[src/rtl/tdm_mux8.sv]
// 8-to-1 TDM serializer: snapshots eight lanes on start and emits each enabled lane for HOLD cycles.
// First slot appears one cycle after an accepted start; start is ignored while busy and is never queued.
module tdm_mux8 #(
  parameter int W    = 1,
  parameter int HOLD = 1
) (
  input  logic         clk,
  input  logic         rst,
  input  logic [W-1:0] d0,
  input  logic [W-1:0] d1,
  input  logic [W-1:0] d2,
  input  logic [W-1:0] d3,
  input  logic [W-1:0] d4,
  input  logic [W-1:0] d5,
  input  logic [W-1:0] d6,
  input  logic [W-1:0] d7,
  input  logic [7:0]   lane_mask,
  input  logic         start,
  output logic [W-1:0] out,
  output logic         s0,
  output logic         s1,
  output logic         s2,
  output logic         out_valid,
  output logic         busy,
  output logic         frame_done
);

  typedef enum logic {IDLE, SCAN} state_t;

  localparam logic [7:0] HOLD_LAST = 8'(HOLD - 1);

  state_t             state_q, state_d;
  logic [7:0][W-1:0]  snap_q, snap_d;
  logic [7:0]         mask_q, mask_d;
  logic [2:0]         idx_q, idx_d;
  logic [7:0]         hold_q, hold_d;

  logic [W-1:0]       out_q, out_d;
  logic [2:0]         sel_q, sel_d;
  logic               valid_q, valid_d;
  logic               done_q, done_d;

  logic [3:0]         lane_first, lane_nxt, lane_after_d;

  // Returns {found, index} of the lowest enabled lane at or above 'from'.
  function automatic logic [3:0] next_lane(input logic [7:0] mask, input logic [3:0] from);
    logic [3:0] r;
    r = 4'd0;
    for (int i = 7; i >= 0; i--) begin
      if (mask[i] && (4'(i) >= from)) r = {1'b1, 3'(i)};
    end
    return r;
  endfunction

  always_ff @(posedge clk) begin
    if (rst) begin
      state_q <= IDLE;
      snap_q  <= '0;
      mask_q  <= '0;
      idx_q   <= '0;
      hold_q  <= '0;
      out_q   <= '0;
      sel_q   <= '0;
      valid_q <= 1'b0;
      done_q  <= 1'b0;
    end else begin
      state_q <= state_d;
      snap_q  <= snap_d;
      mask_q  <= mask_d;
      idx_q   <= idx_d;
      hold_q  <= hold_d;
      out_q   <= out_d;
      sel_q   <= sel_d;
      valid_q <= valid_d;
      done_q  <= done_d;
    end
  end

  always_comb begin
    state_d    = state_q;
    snap_d     = snap_q;
    mask_d     = mask_q;
    idx_d      = idx_q;
    hold_d     = hold_q;
    lane_first = next_lane(lane_mask, 4'd0);
    lane_nxt   = next_lane(mask_q, {1'b0, idx_q} + 4'd1);
    case (state_q)
      IDLE: begin
        if (start && (lane_mask != 8'd0)) begin
          state_d = SCAN;
          snap_d  = {d7, d6, d5, d4, d3, d2, d1, d0};
          mask_d  = lane_mask;
          idx_d   = lane_first[2:0];
          hold_d  = 8'd0;
        end
      end
      SCAN: begin
        if (hold_q == HOLD_LAST) begin
          hold_d = 8'd0;
          if (lane_nxt[3]) begin
            idx_d = lane_nxt[2:0];
          end else begin
            state_d = IDLE;
            idx_d   = 3'd0;
          end
        end else begin
          hold_d = hold_q + 8'd1;
        end
      end
      default: state_d = IDLE;
    endcase
  end

  // Outputs are registered images of the next state, so they line up with the slot being entered.
  always_comb begin
    out_d        = '0;
    sel_d        = 3'd0;
    valid_d      = 1'b0;
    done_d       = 1'b0;
    lane_after_d = next_lane(mask_d, {1'b0, idx_d} + 4'd1);
    if (state_d == SCAN) begin
      out_d   = snap_d[idx_d];
      sel_d   = idx_d;
      valid_d = 1'b1;
      done_d  = (hold_d == HOLD_LAST) && !lane_after_d[3];
    end
  end

  assign out        = out_q;
  assign s0         = sel_q[0];
  assign s1         = sel_q[1];
  assign s2         = sel_q[2];
  assign out_valid  = valid_q;
  assign busy       = valid_q;
  assign frame_done = done_q;

endmodule
[config.mk]
export PLATFORM = sky130hd
export DESIGN_NAME = tdm_mux8
export DESIGN_NICKNAME = d
export VERILOG_FILES = /design/src/rtl/tdm_mux8.sv
export SDC_FILE = /design/constraint.sdc
export NUM_CORES = 1
export LEC_CHECK = 0
export CORE_AREA = 2 2 80 74
export DETAILED_ROUTE_END_ITERATION = 10
export DIE_AREA = 0 0 82 76
export SLEW_MARGIN = 10
export SYNTH_ARGS = -nofsm -noshare
export SYNTH_HDL_FRONTEND = slang
export SYNTH_SLANG_ARGS = --single-unit
[constraint.sdc]
create_clock -name clk -period 8.8 [get_ports clk]
set_clock_uncertainty 0.05 [all_clocks]
set_input_delay 1.76 -clock clk [delete_from_list [all_inputs] [get_ports clk]]
set_output_delay 1.76 -clock clk [all_outputs]
set_load 0.05 [all_outputs]
* Yosys cells after proc, flatten, opt, wreduce, memory -nomap -nowiden
Cells that the tools add are included.
** Storage, ports and cells
- Bits in registers :: 34
- Bits of input ports :: 19
- Output and inout port bits :: 7
- Logic and storage cells :: 103
** Cells by class
- Add/sub/neg operators :: 3
- Order comparisons :: 17
- Mux-type cells :: 42
- Bitwise gates (word level) :: 2
- Reductions and logical operators :: 23
** Operators by type and width (number)
- 4-bit two-way mux :: 16
- 8-bit two-way mux :: 6
- 3-bit two-way mux :: 11
- 3-bit by 4-bit >= comparator with 1-bit output, first input constant :: 8
- 1-bit logical AND :: 18
- 1-bit by 4-bit >= comparator with 1-bit output, first input constant :: 4
- 2-bit by 4-bit >= comparator with 1-bit output, first input constant :: 4
- 8-bit zero test :: 2
- 8-bit case mux with 2 select lines :: 1
- 3-bit by 1-bit adder with 4-bit output, second input constant :: 2
- 8-bit by 1-bit adder with 8-bit output, second input constant :: 1
- 8-bit nonzero test :: 1
- 3-bit case mux with 2 select lines :: 1
- 1-bit two-way mux :: 5
- 3-bit by 4-bit less-than comparator with 1-bit output, second input constant :: 1
- 1-bit binary-select mux with 3-bit select :: 1
- 1-bit NOT :: 2
- 1-bit case mux with 2 select lines :: 1
- 2-bit OR reduction :: 1
- 1-bit zero test :: 1

* Longest topological paths before layout
- Word-level depth :: 27
- Gate-level depth with buffers :: 17
- Gate-level depth less buffers :: 16

* Worst setup path before layout
No wires, ideal clock.
- Path kind :: input-to-reg
- Start :: input port lane_mask[5]
- End :: register done_q (netlist: frame_done)
- Library setup time :: 60 ps
- Data arrival time :: 4182 ps
- Required time :: 8690 ps
- Slack :: 4508 ps
- Stages on the path :: 16
- Buffers on the path :: 2
- Path through :: o41ai_2 > a21o_1 > buf_6 > nor2_1 > o21ai_1 > and3_1 > buf_6 > inv_4 > ha_1 > nand2b_1 > a211oi_1 > a21oi_1 > nor3_1 > a32oi_1 > o22ai_1 > and3_1
** Between the ends
- Longest elaborated chain between the ends :: 21
- Elaborated cells on any way between the ends :: 46
- Those cells by class :: 1 x add/sub; 8 x order compare; 22 x mux; 1 x bitwise; 14 x reduce/logical
** Ends and longest elaborated chain
- start, declared :: line 17 : input logic [7:0] lane_mask,
- 3-bit two-way mux (6 in a row) :: line 50 : if (mask[i] && (4'(i) >= from)) r = {1'b1, 3'(i)};
- 3-bit two-way mux * :: line 89 : if (start && (lane_mask != 8'd0)) begin
- 3-bit case mux with 2 select lines * :: line 87 : case (state_q)
- named net idx_d[0] :: line 35 : logic [2:0] idx_q, idx_d;
- 3-bit by 1-bit adder with 4-bit output * :: line 120 : lane_after_d = next_lane(mask_d, {1'b0, idx_d} + 4'd1);
- 3-bit by 4-bit >= comparator with 1-bit output :: line 50
- 1-bit logical AND :: line 50
- 4-bit two-way mux (7 in a row) :: line 50
- 4-bit two-way mux * :: line 50
- 1-bit zero test * :: line 125 : done_d = (hold_d == HOLD_LAST) && !lane_after_d[3];
- 1-bit logical AND * :: line 125
- end signal, assigned :: line 75 : done_q <= done_d;
- end, declared :: line 41 : logic done_q, done_d;
Mark *: on every way through the listed nets, which the timed path passes. The rest lies on a longest branch.
A chain may end at the register's enable or synchronous reset.

* Worst setup path in the final report
- Start :: input port lane_mask[3]
- End :: register done_q (netlist: frame_done)
** Between the ends
- Longest elaborated chain between the ends :: 19
- Elaborated cells on any way between the ends :: 44
- Those cells by class :: 1 x add/sub; 8 x order compare; 20 x mux; 1 x bitwise; 14 x reduce/logical
** Ends and longest elaborated chain (line)
- 3-bit two-way mux (4 in a row) :: 50
- 3-bit two-way mux * :: 89
- 3-bit case mux with 2 select lines * :: 87
- named net idx_d[0] :: 35
- 3-bit by 1-bit adder with 4-bit output * :: 120
- 3-bit by 4-bit >= comparator with 1-bit output :: 50
- 1-bit logical AND :: 50
- 4-bit two-way mux (7 in a row) :: 50
- 4-bit two-way mux * :: 50
- 1-bit zero test * :: 125
- 1-bit logical AND * :: 125
Marks and branches as above.

==> results.toml <==
[worst_setup_path]
cp.required_ns = 8.98
reg2reg_to = "frame_done"
reg2regPathDepth = 15
startpoint = "lane_mask[3]"
cp_max_fo = 19
crit_end = "frame_done"
reg2reg_from = "idx_q[0]"
critical_path_class = "in -> reg"
arrival_ns = 5.57
crit_path_end_kind = "register"
reg2reg_slack_ns = 5.06
start_kind = "input pin"

[sta]
max_freq_mhz = 186
layout_worst_path_cycle_share_pct = 61.2
hold_viol_final = 0
setup_tns_ns = 0
setup_violations = 0
period_minus_slack_ns = 5.39
fin_ws_ns = 3.41
slew_viol_final = 0
max_slew_margin_pct = 55.3
tightest_slew_ns = 0.671
rsz0062_at_grt = "no"

[power]
leakage_nw = 0.976
powerDensity_mw_per_mm2 = 178
peakVddDrop_v = 0.000135
finalPower_mw = 0.444

[clocking]
clk_transition_reported_paths_ns = 0.07
cts_setup_buffers = 0
cts-root-buf = "clkbuf_8"
cts_sinks = 33
clock_latency_ns = 0.29
cts_max_level = 2
cts_buffers = 5
clock_path_buffers = 2
cts_hold_buf = 0
cts_resized = 0
cts_tree = "built"

[global_route]
grt-ovfl-total = 0
grt_max_degree = 29
antenna_found_initial = 0
grt_first_pass_wirelength_mm = 8.62
grt_pass1_vias = 1820
grtUsageTotal_pct = 17.8

[logic_synthesis]
yosysTopAreaCell = "dfxtp_1"
ys.warnings.count = 0
ys_seq_elements = 33
synth_area_leaders = "dfxtp_1, nand2_1, a21oi_1"
syn_inst = 267
yosysSeqAreaShare_pct = 31.3
syn_nets = 295
yosys.cell_types.count = 60
synthArstFlopShare_pct = 0
synth_edf_count = 0
synth_flop_cell = "dfxtp_1"
synth_top_area_share_pct = 31.3
avgSynthCellArea_um2 = 7.91
syn_area_mm2 = 0.00211

[finish]
seq_area_um2 = 661
nNetsFinal = 319
nFillCells = 579
multi_input_comb_area_mm2 = 0.00132
area_growth_pct = 18.3
diodes = 0
drive_gt1_share_pct = 10.3
post-route-util_pct = 45.7

[die]
core_mm2 = 0.00547
die_y_um = 76
initial_core_util_pct = 38.6
die_w_um = 82
row_count = 26
dieArea_mm2 = 0.00623
ios = 26

[detailed_routing]
wirelength_mm = 5.16
dr.pass1.iters = 4
vias = 1961
wl_per_cell_um = 14.3
via_per_inst = 5.42
drt_iter0_drc = 108
drc = 0
ant_nets = 0

[placed_design]
io_buffers = 25
dpl.hpwl_mm = 3.74
dp_slack_ns = 3.13
gp_congestion = 0.831

[outcome]
status = "completed"

[min_path]
min_path_type = "reg -> reg"

[flow_run]
maxCapViolations = 0
per-layer routing:
layer | share of wire (%) | global-route usage [%] | vias to the layer above | wire length (µm)
li1 | - | - | 1013 | -
met1 | 51 | 26.0 | 897 | 2620
met2 | 44 | 26.2 | 44 | 2280
met3 | 3.8 | 3.91 | 7 | 197
met4 | 1.3 | 5.17 | 0 | 69
met5 | 0 | 0 | - | 0
worst min-delay path by stage:
stage | start | endpoint | slack [ns] | depth (start not counted)
floorplan | snap_q[7] | snap_q[7] | 0.38 | 2
global placement | snap_q[6] | snap_q[6] | 0.39 | 2
detailed placement | snap_q[0] | snap_q[0] | 0.40 | 2
CTS | snap_q[0] | snap_q[0] | 0.41 | 2
global route | snap_q[0] | snap_q[0] | 0.44 | 2
finish | snap_q[0] | snap_q[0] | 0.41 | 2
registers in the layout, indices dropped and copies added, names as in the netlist:
signal / count
frame_done: 1
hold_q: 8
idx_q: 3
mask_q: 8
out: 1
sel_q: 3
snap_q: 8
state_q: 1
metrics by stage:
stage	hold slack [ns]	area, µm²	instances
6_report	0.410	2500	362
5_1_grt	0.440	2500	362
4_1_cts	0.410	2500	362
3_5_place_dp	0.398	2380	354
3_3_place_gp	0.393	2380	354
2_1_floorplan	0.382	2110	267
cell type report:
class | instances | area share [%]
Inverter | 13 | 2.06
Timing Repair Buffer | 27 | 10.6
Clock inverter | 3 | 1.85
Clock buffer | 5 | 2.76
Sequential cell | 33 | 26.5
Multi-Input combinational cell | 211 | 52.7
Tap cell | 70 | 3.51
placed cells by master, fill, tap and decap left out, drive strengths merged, types with 3 or more instances in the layout:
master         Yosys  final
clkdlybuf4s50      0     25
nor2b              4      4
and3               7      7
o22ai              4      4
nand2             49     49
clkbuf             5      5
o21ai             11     11
a32oi              3      3
dfxtp             33     33
a22oi              3      3
a21oi             32     32
mux2i              3      3
a31o               4      4
a22o               3      3
ha                 9      9
nand4b             4      4
nor3               5      5
inv               13     13
nand3              6      6
nor2              24     24
cells by family (layout without fill, tap and decap cells):
group	Yosys count	count (layout)	synth area share, %
multiplexers	4	4	2.67
AO/OA/AOI/OAI	83	83	27.7
buffers and inverters	23	48	6.34
XOR/XNOR	1	1	0.415
adder cells (fa/ha/maj)	9	9	5.34
flip-flops	33	33	31.3
AND/OR/NAND/NOR	114	114	26.3
Yosys cell counts (4+ instances only):
master and number:
nand2_1 49, dfxtp_1 33, a21oi_1 32, nor2_1 24, inv_1 12, ha_1 9
o21ai_0 9, and3_1 6, nand3_1 6, a31o_2 4, nand4b_1 4, nor2b_1 4
nor3_1 4, o22ai_1 4
worst max-delay path: stages:
cell and delay (ns):
clkdlybuf4s50_1 0.49, o41ai_1 0.56, a21o_1 0.63, nor2_1 0.07
o21ai_1 0.28, and3_1 0.43, inv_4 0.08, ha_1 0.19
nand2b_1 0.17, a211oi_1 0.28, a21oi_1 0.07, nor3_1 0.15
a32oi_1 0.07, o22ai_1 0.17, and3_1 0.16
power by group:
| group | switching, mW | total [mW] | internal [mW] |
|---|---|---|---|
| Clock | 0.0609 | 0.146 | 0.0847 |
| Combinational | 0.0761 | 0.127 | 0.0514 |
| Sequential | 0.0108 | 0.171 | 0.160 |
| Total | 0.148 | 0.444 | 0.296 |
(Power assumes the default switching activity.)
==> edit, RTL diff (config.mk and constraints unchanged) <==
The parameter `HOLD` goes from 1 to 0. Comments in the files are not updated.
--- a/src/rtl/tdm_mux8.sv
+++ b/src/rtl/tdm_mux8.sv
@@ -4,3 +4,3 @@
   parameter int W    = 1,
-  parameter int HOLD = 1
+  parameter int HOLD = 0
 ) (
Function: changed (a bounded check fails within 4 cycles, from zero or initial values and one cycle with rst high).
==> edit against the original RTL <==
Synthesized cell count is 2.2% lower. Critical path type unchanged. Count of clock-buffer cells in the layout unchanged. Highest routed layer unchanged. Critical endpoint unchanged. Sequential cell count is the same. Final area down 4.2%. Largest power group unchanged. Routed wire length shrank 4.0%. Via count is 3.3% lower. Area after synthesis shrank 5.5%. Setup slack better by 0.48 ns. Power fell by 11%.
==> edit: results (changes against the original RTL) <==
<table>
<tr><th>Metric</th><th>Value</th></tr>
<tr><th colspan="2">Status</th></tr>
<tr><td>Outcome</td><td>finished clean</td></tr>
<tr><th colspan="2">Final layout</th></tr>
<tr><td>Clock buf/inv share</td><td>4.34% (-0.27 points)</td></tr>
<tr><td>Layout cell share with drive strength beyond 1</td><td>7.72% (-2.6 points)</td></tr>
<tr><td>Multi-input gate count</td><td>210 (-0.47%)</td></tr>
<tr><td>Net count, final</td><td>312 (-2.2%)</td></tr>
<tr><td>FILL cells</td><td>563 (-2.8%)</td></tr>
<tr><td>Number of logic inverters in the finished layout</td><td>9 (-4)</td></tr>
<tr><th colspan="2">STA</th></tr>
<tr><td>Worst slew slack as a fraction of its limit</td><td>55.6% (+0.28 points)</td></tr>
<tr><th colspan="2">Place</th></tr>
<tr><td>DP Cell Count</td><td>348 (-1.7%)</td></tr>
<tr><td>Final Wtd Congestion</td><td>0.838 (+0.88%)</td></tr>
<tr><th colspan="2">Critical path</th></tr>
<tr><td>Maximum fanout along the worst path</td><td>24 (+5)</td></tr>
<tr><td>CP max-delay cell</td><td>or4_4</td></tr>
<tr><td>Endpoint arrival time on the critical path</td><td>5.07 ns (-0.50 ns)</td></tr>
<tr><td>Delay of the slowest cell on the worst path</td><td>0.59 ns (-0.04 ns)</td></tr>
<tr><th colspan="2">Pwr</th></tr>
<tr><td>Worst vdd rail ir drop</td><td>0.0000845 V (-37%)</td></tr>
<tr><td>Leakage dissipation</td><td>0.000932 uW (-4.5%)</td></tr>
<tr><th colspan="2">Yosys</th></tr>
<tr><td>Xor and xnor area share after synthesis</td><td>0.878% (+0.46 points)</td></tr>
<tr><td>Post-synthesis net count</td><td>288 (-2.4%)</td></tr>
<tr><td>Count of unique library cells instantiated by Yosys</td><td>54 (-10%)</td></tr>
<tr><td>Cells taking the most area after synthesis</td><td>dfxtp_1 (33%), a21oi_1 (8.0%), nand2_1 (7.5%), nor2_1 (5.6%), ha_1 (5.0%)</td></tr>
<tr><td>Commonest cells in the netlist</td><td>nand2_1 (40), dfxtp_1 (33), a21oi_1 (32)</td></tr>
<tr><td>Arithmetic-cell share of the synthesized area counting full adders, half adders and majority gates</td><td>5.02% (-0.32 points)</td></tr>
<tr><td>Number of standard cells after synthesis</td><td>261 (-2.2%)</td></tr>
<tr><td>Mux contribution to synthesized area</td><td>4.02% (+1.3 points)</td></tr>
<tr><th colspan="2">Route</th></tr>
<tr><td>Post-DR wirelength/cell</td><td>14.0 um (-2.1%)</td></tr>
<tr><td>Detailed Route Iter0 Violations</td><td>128 (+19%)</td></tr>
<tr><th colspan="2">GRT</th></tr>
<tr><td>Number of global-route vias before repair</td><td>1726 (-5.2%)</td></tr>
<tr><td>Total GRT Usage</td><td>16.7% (-1.1 points)</td></tr>
</table>
edit: cell types whose count changed in the layout (fill, tap and decap cells not counted), moves of 3 or more:
cell	delta
nand2_1	-9
nor3_1	+7
nor2_1	+6
mux2i_1	+5
inv_1	-4
a22oi_1	-3
a31o_2	-3
nand2b_1	+3
nand4b_1	-3
o21a_1	+3
edit: worst register-to-register path, delay by kind of cell, from the launching register on:
family                     cells  cell delay, ns
and+or+nand+nor                2            0.18
AOI/OAI and AO/OA              7            1.55
adders and majority gates      2            0.64
DFF                            1            0.48
buffers and inverters          3            0.22
edit: per-layer routing:
layer / share of wire [%] / vias to the layer above / track usage [%] / wire [um]
met5: 0 / - / 0 / 0
met4: 1.2 / 0 / 4.50 / 58
met3: 4.4 / 5 / 3.44 / 218
met2: 44 / 51 / 24.9 / 2200
met1: 50 / 864 / 24.3 / 2480
li1: - / 977 / - / -
edit: cell families after synthesis:
kind of cell | after synthesis
compound gates | 79
xor+xnor | 2
fa+ha+maj | 8
buf+inv | 18
flops | 33
mux | 8
simple gates | 113
edit: power groups by stage:
stage	Clock [uW]	Combinational (uW)	Sequential, uW
after floorplan	0	62.4	172
after global placement	0	92.6	170
after detailed placement	0	92.5	170
after CTS	142	92.8	166
after global routing	149	103	168
final	138	93.2	166
edit: metrics by stage:
stage	total power, uW	instance area [sq um]
after floorplan	234	1990
after global placement	262	2290
after detailed placement	262	2290
after CTS	401	2390
after global routing	419	2390
final	397	2390
edit: final timing paths:
| path | start | endpoint | slack [ns] | cells past startpoint |
|---|---|---|---|---|
| worst min register to register | snap_q[7] | snap_q[7] | 0.41 | 2 |
| worst max-delay path | lane_mask[0] | frame_done | 3.89 | 13 |
| worst max register to register | idx_q[0] | frame_done | 5.57 | 14 |
| worst min-delay path | snap_q[7] | snap_q[7] | 0.41 | 2 |
